===== src/rtl/mem_arb_pkg.sv =====
// Shared types and constants for the instruction/data memory arbiter.
//   arb_owner_t : which port owns the read response returning next cycle
//   BE_W        : byte-enable width of the memory port
//   BE_ALL      : byte enables driven for every read access
package mem_arb_pkg;

  typedef enum logic [1:0] {
    OWN_IDLE = 2'd0,
    OWN_IF   = 2'd1,
    OWN_D    = 2'd2
  } arb_owner_t;

  localparam int unsigned BE_W = 4;
  localparam logic [BE_W-1:0] BE_ALL = 4'hF;

endpackage


===== src/rtl/mem_arb_starve.sv =====
// Fetch starvation guard for mem_arbiter (only instantiated when ARB_STARVE_GUARD_EN is defined).
// Counts consecutive denied fetch cycles, saturating at MAX_WAIT; force_if is high while the
// count sits at MAX_WAIT so fetch wins the next contended cycle.
// Ports:
//   clk, reset (sync, active-high)
//   if_req, if_gnt : fetch request and grant of the current cycle
//   force_if       : fetch must win arbitration this cycle
module mem_arb_starve
  import mem_arb_pkg::*;
#(
  parameter int unsigned MAX_WAIT = 4
) (
  input  logic clk,
  input  logic reset,
  input  logic if_req,
  input  logic if_gnt,
  output logic force_if
);

  localparam int unsigned CntW = (MAX_WAIT < 1) ? 1 : $clog2(MAX_WAIT + 1);
  localparam logic [CntW-1:0] MaxCnt = CntW'(MAX_WAIT);

  logic [CntW-1:0] cnt_d, cnt_q;

  always_comb begin
    cnt_d = cnt_q;
    if (!if_req || if_gnt) begin
      cnt_d = '0;
    end else if (cnt_q != MaxCnt) begin
      cnt_d = cnt_q + CntW'(1);
    end
  end

  always_ff @(posedge clk) begin
    if (reset) begin
      cnt_q <= '0;
    end else begin
      cnt_q <= cnt_d;
    end
  end

  assign force_if = (cnt_q == MaxCnt);

endmodule


===== src/rtl/mem_arbiter.sv =====
// Arbiter sharing one single-port, word-addressed, 1-cycle-latency memory between the
// instruction-fetch port and the load/store data port. Data has priority over fetch; read data
// is steered back to the port that owned the read. Optional fetch starvation guard is enabled by
// defining ARB_STARVE_GUARD_EN (otherwise MAX_WAIT is ignored).
// Ports:
//   clk, reset                      : clock, synchronous active-high reset
//   if_req/if_addr -> if_gnt        : fetch request / accept
//   if_rvalid/if_rdata              : fetch read response (cycle after grant)
//   d_req/d_we/d_addr/d_wdata/d_be  : data request; d_gnt accepts it
//   d_rvalid/d_rdata                : load response (cycle after grant, never for stores)
//   mem_en/we/be/addr/wdata, mem_rdata : memory port
//   stall                           : fetch waiting (if_req & ~if_gnt)
module mem_arbiter
  import mem_arb_pkg::*;
#(
  parameter int unsigned ADDR_W   = 12,
  parameter int unsigned DATA_W   = 32,
  parameter int unsigned MAX_WAIT = 4
) (
  input  logic              clk,
  input  logic              reset,
  input  logic              if_req,
  input  logic [ADDR_W-1:0] if_addr,
  output logic              if_gnt,
  output logic              if_rvalid,
  output logic [DATA_W-1:0] if_rdata,
  input  logic              d_req,
  input  logic              d_we,
  input  logic [ADDR_W-1:0] d_addr,
  input  logic [DATA_W-1:0] d_wdata,
  input  logic [BE_W-1:0]   d_be,
  output logic              d_gnt,
  output logic              d_rvalid,
  output logic [DATA_W-1:0] d_rdata,
  output logic              mem_en,
  output logic              mem_we,
  output logic [BE_W-1:0]   mem_be,
  output logic [ADDR_W-1:0] mem_addr,
  output logic [DATA_W-1:0] mem_wdata,
  input  logic [DATA_W-1:0] mem_rdata,
  output logic              stall
);

  arb_owner_t owner_d, owner_q;
  logic       force_if;

`ifdef ARB_STARVE_GUARD_EN
  mem_arb_starve #(
    .MAX_WAIT(MAX_WAIT)
  ) u_starve (
    .clk     (clk),
    .reset   (reset),
    .if_req  (if_req),
    .if_gnt  (if_gnt),
    .force_if(force_if)
  );
`else
  assign force_if = 1'b0;
  logic unused_max_wait;
  assign unused_max_wait = ^MAX_WAIT;
`endif

  // Grants are suppressed for the whole reset cycle so nothing reaches the memory.
  always_comb begin
    if_gnt = 1'b0;
    d_gnt  = 1'b0;
    if (!reset) begin
      if (if_req && (force_if || !d_req)) begin
        if_gnt = 1'b1;
      end else if (d_req) begin
        d_gnt = 1'b1;
      end
    end
  end

  always_comb begin
    mem_en    = 1'b0;
    mem_we    = 1'b0;
    mem_be    = '0;
    mem_addr  = '0;
    mem_wdata = '0;
    if (if_gnt) begin
      mem_en   = 1'b1;
      mem_be   = BE_ALL;
      mem_addr = if_addr;
    end else if (d_gnt) begin
      mem_en   = 1'b1;
      mem_we   = d_we;
      mem_addr = d_addr;
      if (d_we) begin
        mem_be    = d_be;
        mem_wdata = d_wdata;
      end else begin
        mem_be = BE_ALL;
      end
    end
  end

  // Owner only tracks reads; a store grant leaves nothing in flight.
  always_comb begin
    owner_d = OWN_IDLE;
    if (if_gnt) begin
      owner_d = OWN_IF;
    end else if (d_gnt && !d_we) begin
      owner_d = OWN_D;
    end
  end

  always_ff @(posedge clk) begin
    if (reset) begin
      owner_q <= OWN_IDLE;
    end else begin
      owner_q <= owner_d;
    end
  end

  // A response owned at the moment reset is asserted is dropped, not delivered.
  always_comb begin
    if_rvalid = 1'b0;
    if_rdata  = '0;
    d_rvalid  = 1'b0;
    d_rdata   = '0;
    if (!reset) begin
      unique case (owner_q)
        OWN_IF: begin
          if_rvalid = 1'b1;
          if_rdata  = mem_rdata;
        end
        OWN_D: begin
          d_rvalid = 1'b1;
          d_rdata  = mem_rdata;
        end
        default: ;
      endcase
    end
  end

  assign stall = if_req & ~if_gnt & ~reset;

endmodule


===== config.mk =====
export PLATFORM = sky130hd
export DESIGN_NAME = mem_arbiter
export DESIGN_NICKNAME = d
export VERILOG_FILES = /design/src/rtl/mem_arb_pkg.sv /design/src/rtl/mem_arb_starve.sv /design/src/rtl/mem_arbiter.sv
export SDC_FILE = /design/constraint.sdc
export NUM_CORES = 1
export LEC_CHECK = 0
export BUFFER_PORTS_ARGS = -buffer_cell sky130_fd_sc_hd__buf_2
export CORE_AREA = 2 2 84 86
export CTS_CLUSTER_DIAMETER = 150
export DETAILED_ROUTE_END_ITERATION = 8
export DIE_AREA = 0 0 86 88
export PLACE_DENSITY = 0.54
export SLEW_MARGIN = 15
export SYNTH_ARGS = -nofsm -noshare
export SYNTH_HDL_FRONTEND = slang
export SYNTH_HIERARCHICAL = 1
export SYNTH_SLANG_ARGS = --single-unit

===== constraint.sdc =====
create_clock -name clk -period 1.1 [get_ports clk]
set_input_delay 0.055 -clock clk [delete_from_list [all_inputs] [get_ports clk]]
set_output_delay 0.055 -clock clk [all_outputs]
set_load 0.02 [all_outputs]

# --- Word level (Yosys, flattened, before mapping) ---
# Index checks and enable logic that the tools add are counted.
op_classes:
  muxes: 27
  n_eq_ne: 2
  n_bitwise: 4
  n_reduce_logical: 5
op_table:
  columns: ["cell", "n"]
  rows:
  - ["two-way mux 32 bit", 7]
  - ["two-way mux 12 bit", 2]
  - ["two-way mux 1 bit", 14]
  - ["two-way mux 4 bit", 3]
  - ["AND 1 bit", 2]
  - ["equality test 2 x 1 -> 1 bit (second input constant)", 1]
  - ["equality test 2 bit (second input constant)", 1]
  - ["logical AND 1 bit", 2]
  - ["logical NOT 1 bit", 2]
  - ["two-way mux 2 bit", 1]
  - ["inverter 1 bit", 2]
  - ["OR reduction 2 bit", 1]
word_totals:
  word_cells: 40
  register_bits: 2
  output_inout_bits: 119

# --- Longest topological paths before layout ---
# Gate-level depths: netlist of run 1.
logic_depth:
  depth_word: 7
  mapped_depth: 4
  ltp_nobuf: 2

# --- Worst setup path before layout of run 1 ---
# Ideal clock, no wire load.
synth_timing:
  kind: "register -> output"
  from: "register owner_q[1]"
  to: "output d_rdata[21]"
  n_path_buf: 1
  t_arrival_ps: 1076
  path_slack_ps: -31
  t_required_ps: 1045
  stages_incl_launch_ff: 4
  path_cell_list: "dfxtp_1 -> nor3b_4 -> buf_6 -> and2_1"
synth_between:
  elab_chain_cells: 3
synth_rtl:
  columns: ["element", "line", "text"]
  rows:
  - ["start: declaration", "mem_arbiter.sv:44", "arb_owner_t owner_d, owner_q;"]
  - ["start signal: assignment", "mem_arbiter.sv:113", "owner_q <= owner_d;"]
  - ["equality test 2 bit", "mem_arbiter.sv:124", "unique case (owner_q)"]
  - ["two-way mux 32 bit", "mem_arbiter.sv:124", null]
  - ["two-way mux 32 bit", "mem_arbiter.sv:123", "if (!reset) begin"]
  - ["end: declaration", "mem_arbiter.sv:34", "output logic [DATA_W-1:0] d_rdata,"]
# No other way between the ends.

# --- Worst setup path after layout of run 1 ---
layout_timing:
  from: "register owner_q[1]"
  to: "output d_rdata[25]"
# Same word-level chain as after synthesis.

==> impl_metrics.env, run 1 <==
export IMPL_outcome="complete, but fails checks"
export IMPL_violations="negative setup slack"
export IMPL_yosys_warnings=6
export IMPL_clock_tree_root_cell="clkbuf_8"
export IMPL_path_class="reg2out"
export IMPL_netlist_instances=139
export IMPL_p_leak_nw=1.58
export IMPL_cts_tree="yes"
export IMPL_ys_ff_latch=2
export IMPL_ir_drop_uv=332
export IMPL_crit_chain="nor3b_4, buf_6, and2_2, buf_6"
export IMPL_final_hold_violation_count=0
export IMPL_crit_top_cell="buf_6"
export IMPL_crit_path_end_kind="output port"
export IMPL_grt_pass1_vias=1647
export IMPL_drive_above_1_share_pct=81.3
export IMPL_grt_setup_unrepaired="true"
export IMPL_critical_path_max_fanout=16
export IMPL_rows=30
export IMPL_cts_buffers=3
export IMPL_cts_htree_levels=1
export IMPL_avgSynthCellArea_um2=7.73
export IMPL_gp_congestion=0.730
export IMPL_synth_seq_area_share_pct=3.73
export IMPL_power_density_nw_per_um2=387
export IMPL_arrival_ns=1.27
export IMPL_synth_fp_nets=236
export IMPL_area_growth_synth_to_final_pct=155
export IMPL_hpwl_um=3900
export IMPL_crit_path_max_incr_delay_ns=0.35
export IMPL_grt_overflow_total=0
export IMPL_diodes=0
export IMPL_largest_reg_flops=2
export IMPL_fp_dieW_um=86
export IMPL_top_regs="owner_q x2"
export IMPL_worst_pin_slew_ns=0.303
export IMPL_grt_pass1_wl_um=7590
export IMPL_post_drt_via_cell_ratio=4.12
export IMPL_start_util_pct=16.2
export IMPL_grt_max_degree=33
export IMPL_min_period_ns=1.33
export IMPL_top_register="owner_q"
export IMPL_clkTransAtPathRegs_ns=0.03
export IMPL_ant_nets=0
export IMPL_fp_dieArea_um2=7570
export IMPL_wirelength_um=5270
export IMPL_crit_required_ns=1.04
export IMPL_drv_slew=0
export IMPL_drcViolationCount=0
export IMPL_worst_setup_path_start_kind="flip-flop"
export IMPL_min_period_over_period_pct=121
export IMPL_cp_slowest_cell="dfxtp_4"
export IMPL_io_buffers=215
export IMPL_io_pin_count=216
export IMPL_wl_per_cell_um=12.2
export IMPL_track_usage_pct=12.2
export IMPL_first_pass_iters=4
export IMPL_die_h_um=88
export IMPL_utilization_pct=41.2
export IMPL_antenna_found_initial=0
export IMPL_path_delay_family="simple AND/OR/NAND/NOR gates"
export IMPL_tns_ns=-12.56
export IMPL_slew_headroom_pct=79.7
export IMPL_vias=1784
export IMPL_cts_buffer_depth=2
export IMPL_cp_num_buf_inv=2
export IMPL_p_total_w=0.00106
export IMPL_cts_sinks=2
export IMPL_drt_iter0_drc=22
export IMPL_coreArea_um2=6640
export IMPL_final_nets=452
export IMPL_setup_viol=64
export IMPL_ys_types=19
export IMPL_maxCapViolations=0
export IMPL_hp_class="in2reg"
export IMPL_synth_area_um2=1070
export IMPL_layout_setup_ws_ns=-0.228
export IMPL_fmax_ghz=0.753
[metrics by stage]
step / area (µm²) / hold WS, ns / setup slack [ns] / instances
6_report: 2740 / 0.0344 / -0.228 / 433
5_1_grt: 2740 / 0.0534 / -0.309 / 433
4_1_cts: 2730 / 0.0356 / -0.280 / 435
3_3_place_gp: 2220 / 0.253 / -0.0602 / 426
3_5_place_dp: 2220 / 0.262 / -0.104 / 426
2_1_floorplan: 1100 / 0.127 / 0.00395 / 139
[cells in the final DEF (no fill, tap or decap), drive strengths merged]
cell      n
dfxtp     2
buf     223
nand2     1
o21ba     1
and4bb    2
clkbuf    4
nor3b     3
o21a      4
and3b     1
a32o     12
nor2b     3
inv       1
and2     96
[power by group]
part,switching (W),internal (W),leakage (nW)
clock network,0.0000544,0.000231,0.0216
registers,0.00000391,0.0000735,0.0178
logic,0.000343,0.000354,1.54
[synthesized netlist by cell type]
| library cell | n | area share (%) |
|---|---|---|
| o21a_1 | 4 | 2.8 |
| nor3b_4 | 2 | 3.5 |
| dfxtp_1 | 2 | 3.7 |
| and3b_2 | 1 | 0.93 |
| and2_1 | 83 | 48 |
| nor2b_4 | 1 | 1.3 |
| nor2b_2 | 1 | 0.82 |
| a32o_1 | 12 | 11 |
| nor2b_1 | 1 | 0.58 |
| and2_2 | 4 | 2.8 |
| inv_1 | 1 | 0.35 |
| o21ba_2 | 1 | 0.93 |
| buf_2 | 2 | 0.93 |
| buf_6 | 10 | 10 |
| and2_4 | 9 | 7.3 |
| buf_4 | 1 | 0.70 |
| and4bb_2 | 2 | 2.3 |
| nand2_1 | 1 | 0.35 |
| nor3b_1 | 1 | 0.70 |
[cell type report]
type / instances / area, µm²
clock buffer: 3 / 41.3
tap: 80 / 100
timing repair buffer: 224 / 1570
sequential: 2 / 47.5
multi-input combinational: 123 / 976
inverter: 1 / 3.75
fill: 659 / 3900
[path summary, 6_finish.rpt]
| kind | slack [ns] | startpoint | cells past startpoint | endpoint |
|---|---|---|---|---|
| hold / removal | 0.03 | d_we | 2 | owner_q[1] |
| setup / recovery | -0.23 | owner_q[1] | 4 | d_rdata[25] |
[layer usage]
metal  wire length [µm]  GRT usage, %  up-vias
met3                493          1.70        0
met4                  0          1.73        0
met1               1800          13.2      788
li1                   -             -      884
met2               2980          25.4      112
met5                  0             0        -
[logic make-up (layout without fill, tap and decap cells)]
family | after synthesis | in the layout | share of synthesized area, %
simple gates | 106 | 106 | 68.9
compound gates | 17 | 17 | 14.9
buf+inv | 14 | 228 | 12.5
flops | 2 | 2 | 3.73
[repair_timing]
item / in CTS / in global routing
setup buffers: 4 / 2
endpoints found under the setup margin: 65 / 96
pin swaps: 0 / 1
gates resized for setup: 129 / 30
hold buffers: 0 / 0
cloned: 2 / 0
Note: power is estimated with default switching activity, not from simulation.
==> run 2, diff against run 1 <==
Settings changed: ABC_CLOCK_PERIOD_IN_PS from default to 1100, BUFFER_PORTS_ARGS -buffer_cell sky130_fd_sc_hd__buf_2 to -buffer_cell sky130_fd_sc_hd__buf_4.
==> impl_metrics.env, run 2 (synthesis results as in run 1) <==
export IMPL_drv_slew=0
export IMPL_final_cell_mix="160 x buf_4, 65 x buf_6, 47 x and2_4, 39 x and2_1, 12 x a32o_1"
export IMPL_io_pin_count=216
export IMPL_final_nets=459
export IMPL_power_switching_w=0.000422
export IMPL_maxCapViolations=0
export IMPL_drive_above_1_share_pct=83.6
export IMPL_pre_cts_slack_ns=-0.0676
export IMPL_start_util_pct=16.2
export IMPL_first_pass_iters=4
export IMPL_internal_power_w=0.000826
export IMPL_hp_start="d_we"
export IMPL_fmax_ghz=0.734
export IMPL_outcome="complete, but fails checks"
export IMPL_cts_tree="yes"
export IMPL_cts_buffer_depth=2
export IMPL_coreArea_um2=6640
export IMPL_ir_drop_uv=278
export IMPL_path_class="reg2out"
export IMPL_cts_sinks=2
export IMPL_wirelength_um=5860
export IMPL_vias=1799
export IMPL_hold_buffers=0
export IMPL_layout_setup_ws_ns=-0.262
export IMPL_final_common_cell="buf_4"
export IMPL_area_growth_synth_to_final_pct=205
export IMPL_worst_setup_path_start_kind="flip-flop"
export IMPL_postPlaceCellArea_um2=2790
export IMPL_track_usage_pct=13.5
export IMPL_hold_depth=2
export IMPL_worst_pin_slew_ns=0.299
export IMPL_diodes=0
export IMPL_drcViolationCount=0
export IMPL_crit_path_end_kind="output port"
export IMPL_violations="negative setup slack"
export IMPL_largest_reg_flops=2
export IMPL_gp_congestion=0.748
export IMPL_final_hold_violation_count=0
export IMPL_switching_share_pct=33.8
export IMPL_design_area_um2=3270
export IMPL_top_regs="owner_q x2"
export IMPL_arrival_ns=1.31
export IMPL_min_period_ns=1.36
export IMPL_grt_pass1_vias=1773
export IMPL_crit_required_ns=1.04
export IMPL_p_clk_share_pct=23.4
export IMPL_critical_path_max_fanout=8
export IMPL_antenna_found_initial=0
export IMPL_wl_per_cell_um=13.3
export IMPL_p_seq_share_pct=6.2
export IMPL_power_density_nw_per_um2=381
export IMPL_die_h_um=88
export IMPL_fp_dieW_um=86
export IMPL_grt_setup_unrepaired="true"
export IMPL_p_total_w=0.00125
export IMPL_grt_max_degree=33
export IMPL_drt_iter0_drc=22
export IMPL_cts_buffers=3
export IMPL_post_drt_via_cell_ratio=4.09
export IMPL_min_to="owner_q[1]"
export IMPL_utilization_pct=49.3
export IMPL_grt_pass1_wl_um=8350
export IMPL_rows=30
export IMPL_ant_nets=0
export IMPL_hp_class="in2reg"
export IMPL_io_buffers=215
export IMPL_cts_htree_levels=1
export IMPL_top_register="owner_q"
export IMPL_setup_viol=64
export IMPL_clock_tree_root_cell="clkbuf_8"
export IMPL_slew_headroom_pct=80.0
export IMPL_hpwl_um=4510
export IMPL_clkTransAtPathRegs_ns=0.03
export IMPL_min_period_over_period_pct=124
export IMPL_comb_power_share_pct=70.4
export IMPL_grt_overflow_total=0
export IMPL_fp_dieArea_um2=7570
export IMPL_p_leak_nw=1.74
[run 2: changes by cell type in the layout (fill, tap and decap cells not counted)]
cell       previous run  this run
buf_12                1         3
clkbuf_4              1         0
buf_4                 8       160
buf_6                66        65
buf_16                0         2
clkbuf_16             0         1
and2_1               46        39
and2_4               28        47
buf_2               148         0
and2_2               22        10
[run 2: stage by stage]
stage,setup TNS (ns),hold slack (ns),instances
6_report,-15.57,0.0159,440
5_1_grt,-19.85,0.0277,440
4_1_cts,-16.24,0.0123,437
3_5_place_dp,-3.14,0.239,430
3_3_place_gp,-2.19,0.237,430
2_1_floorplan,0,0.127,139
[run 2: repair_timing]
item / 4_1_cts / 5_1_grt
resized for setup: 60 / 50
setup buffers: 2 / 2
hold endpoints to repair: 0 / 0
pin swaps: 0 / 15
setup endpoints to repair: 65 / 64
gates cloned: 2 / 1
[run 2: area by class of cell]
type | count | area (µm²)
Inverter | 1 | 3.75
Clock buffer | 3 | 41.3
Sequential cell | 2 | 47.5
Tap cell | 80 | 100
Fill cell | 655 | 3370
Timing Repair Buffer | 231 | 2070
Multi-Input combinational cell | 123 | 1010
[run 2: power groups by stage]
| stage | logic [W] | clock network, W | registers, W |
|---|---|---|---|
| after floorplan | 0.000335 | 0 | 0.0000803 |
| after global placement | 0.000799 | 0 | 0.0000805 |
| after detailed placement | 0.000803 | 0 | 0.0000809 |
| after CTS | 0.000851 | 0.000297 | 0.0000806 |
| after global routing | 0.000939 | 0.000307 | 0.0000777 |
| final | 0.000879 | 0.000292 | 0.0000773 |
[run 2: metal layers]
metal / vias to the layer above / part of all wire (%) / GRT usage [%]
li1: 899 / - / -
met1: 776 / 33 / 13.5
met2: 118 / 55 / 27.6
met3: 6 / 11 / 3.49
met4: 0 / 0.99 / 2.89
met5: - / 0 / 0
[run 2: worst max-delay path by stage]
| stage | start | to | slack, ns | depth (start not counted) |
|---|---|---|---|---|
| 3_5_place_dp | owner_q[0] | if_rdata[21] | -0.07 | 4 |
| 5_1_grt | owner_q[0] | if_rdata[14] | -0.33 | 5 |
| 6_report | owner_q[1] | d_rdata[11] | -0.26 | 5 |
| 4_1_cts | owner_q[0] | if_rdata[21] | -0.27 | 5 |
| 3_3_place_gp | owner_q[0] | if_rdata[21] | -0.05 | 4 |
| 2_1_floorplan | owner_q[1] | d_rdata[21] | 0.004 | 3 |
[run 2: worst max-delay path, cell delays in order, from the launching register on]
cell	delay, ns
dfxtp_4	0.35
nor3b_4	0.18
buf_6	0.16
clkbuf_16	0.15
and2_4	0.14
buf_6	0.11
==> run 3, diff against run 2 <==
Settings changed: BUFFER_PORTS_ARGS -buffer_cell sky130_fd_sc_hd__buf_4 to default, CORE_AREA 2 2 84 86 to 2 2 83 85, DIE_AREA 0 0 86 88 to 0 0 85 87, DONT_BUFFER_PORTS from default to 1, PLACE_DENSITY 0.54 to 0.3.
==> impl_metrics.env, run 3 (synthesis results as in run 1) <==
export IMPL_outcome="complete, but fails checks"
export IMPL_io_pin_count=216
export IMPL_drt_iter0_drc=30
export IMPL_setup_viol=64
export IMPL_drcViolationCount=0
export IMPL_start_util_pct=16.4
export IMPL_met1_length_um=1260
export IMPL_clock_tree_root_cell="clkbuf_8"
export IMPL_top_regs="owner_q x2"
export IMPL_cts_buffers=3
export IMPL_cts_sinks=2
export IMPL_hold_depth=2
export IMPL_gp_congestion=0.708
export IMPL_final_common_cell="and2_4"
export IMPL_coreArea_um2=6570
export IMPL_hp_class="in2reg"
export IMPL_path_class="reg2out"
export IMPL_violations="negative setup slack"
export IMPL_fmax_ghz=0.773
export IMPL_hp_start="reset"
export IMPL_layout_setup_ws_ns=-0.193
export IMPL_dp_cells=215
export IMPL_multiInputGateArea_um2=1040
export IMPL_first_pass_iters=4
export IMPL_finalNonFillerCells=222
export IMPL_wirelength_um=4040
export IMPL_grt_pass1_wl_um=4730
export IMPL_drive_above_1_share_pct=67.6
export IMPL_top_register="owner_q"
export IMPL_final_cell_mix="58 x and2_4, 25 x and2_1, 13 x and2_2, 12 x a32o_1, 7 x buf_4"
export IMPL_crit_required_ns=1.04
export IMPL_grt_setup_unrepaired="true"
export IMPL_fp_dieW_um=85
export IMPL_maxCapViolations=0
export IMPL_met3_length_um=448
export IMPL_antenna_found_initial=0
export IMPL_clkTransAtPathRegs_ns=0.03
export IMPL_grt_overflow_total=0
export IMPL_cts_tree="yes"
export IMPL_vias=1055
export IMPL_final_nets=241
export IMPL_arrival_ns=1.24
export IMPL_internal_power_w=0.000450
export IMPL_grt_pass1_vias=936
export IMPL_wl_met2_um=2320
export IMPL_final_hold_violation_count=0
export IMPL_n_fill_cell=710
export IMPL_ant_nets=0
export IMPL_seq_area_um2=45.0
export IMPL_min_to="owner_q[1]"
export IMPL_wl_per_cell_um=18.2
export IMPL_diodes=0
export IMPL_largest_reg_flops=2
export IMPL_power_switching_w=0.000305
export IMPL_comb_power_share_pct=51.8
export IMPL_io_buffers=0
export IMPL_slew_headroom_pct=72.5
export IMPL_switching_share_pct=40.4
export IMPL_p_seq_share_pct=10.5
export IMPL_worst_setup_path_start_kind="flip-flop"
export IMPL_die_h_um=87
export IMPL_track_usage_pct=8.09
export IMPL_crit_path_end_kind="output port"
export IMPL_drv_slew=0
export IMPL_fp_dieArea_um2=7400
export IMPL_critical_path_max_fanout=8
export IMPL_rows=30
export IMPL_top_layer="met4"
export IMPL_hpwl_um=3240
export IMPL_min_period_ns=1.29
export IMPL_p_total_w=0.000755
export IMPL_grt_max_degree=33
export IMPL_worst_pin_slew_ns=0.413
export IMPL_ir_drop_uv=428
export IMPL_p_leak_nw=0.583
export IMPL_cts_buffer_depth=2
export IMPL_area_growth_synth_to_final_pct=30.2
export IMPL_p_clk_share_pct=37.8
export IMPL_power_density_nw_per_um2=540
export IMPL_holdWs_ns=0.101
export IMPL_min_period_over_period_pct=118
export IMPL_cts_htree_levels=1
export IMPL_post_drt_via_cell_ratio=4.75
## run 3: cell types whose count changed in the layout (fill, tap and decap cells not counted), sizes merged
cell,previous run,this run
buf,230,11
dlygate4sd3,0,1
## run 3: worst max path at each step
stage                          start  slack [ns]            to
final                     owner_q[0]       -0.19  if_rdata[16]
after global routing      owner_q[0]       -0.24  if_rdata[16]
after CTS                 owner_q[0]       -0.20  if_rdata[24]
after detailed placement  owner_q[1]       -0.04   d_rdata[16]
after global placement    owner_q[1]      -0.008   d_rdata[12]
after floorplan           owner_q[1]       0.004   d_rdata[21]
## run 3: stage by stage
stage          setup TNS [ns]  instance area, µm²  util [%]  setup WS [ns]
3_3_place_gp          -0.0237                1160      17.7       -0.00826
4_1_cts                -10.95                1350      20.6         -0.204
6_report               -10.34                1400      21.3         -0.193
5_1_grt                -13.17                1400      21.3         -0.237
3_5_place_dp           -0.959                1160      17.7        -0.0377
2_1_floorplan               0                1100         -        0.00395
## run 3: layer usage
metal | track usage [%] | vias to the layer above
met3 | 1.80 | 2
li1 | - | 463
met2 | 17.5 | 126
met5 | 0 | -
met1 | 7.46 | 464
met4 | 1.73 | 0
## run 3: area by class of cell
cell class                 count  share of cell area (%)
tap                           80                    7.16
timing repair buffer          13                    11.9
inverter                       1                   0.268
multi-input combinational    123                    74.5
clock buffer                   3                    2.95
sequential                     2                    3.22
## run 3: worst max-delay path, stage by stage (launching register included)
cell and delay, ns:
dfxtp_4 0.35, nor3b_4 0.18, buf_6 0.16, clkbuf_16 0.15
and2_4 0.17
## run 3: timing repair
item / 4_1_cts / 5_1_grt
hold endpoints to repair: 1 / 0
endpoints found under the setup margin: 66 / 65
resized for setup: 80 / 16
gates cloned: 1 / 1
hold buffers: 1 / 0
buffers inserted: 1 / 0
pin swaps: 16 / 9
## run 3: power groups by stage
stage / registers (W) / clock network (W) / logic [W]
final: 0.0000790 / 0.000285 / 0.000391
after global routing: 0.0000795 / 0.000307 / 0.000407
after CTS: 0.0000807 / 0.000295 / 0.000382
after detailed placement: 0.0000808 / 0 / 0.000349
after global placement: 0.0000804 / 0 / 0.000349
after floorplan: 0.0000803 / 0 / 0.000335
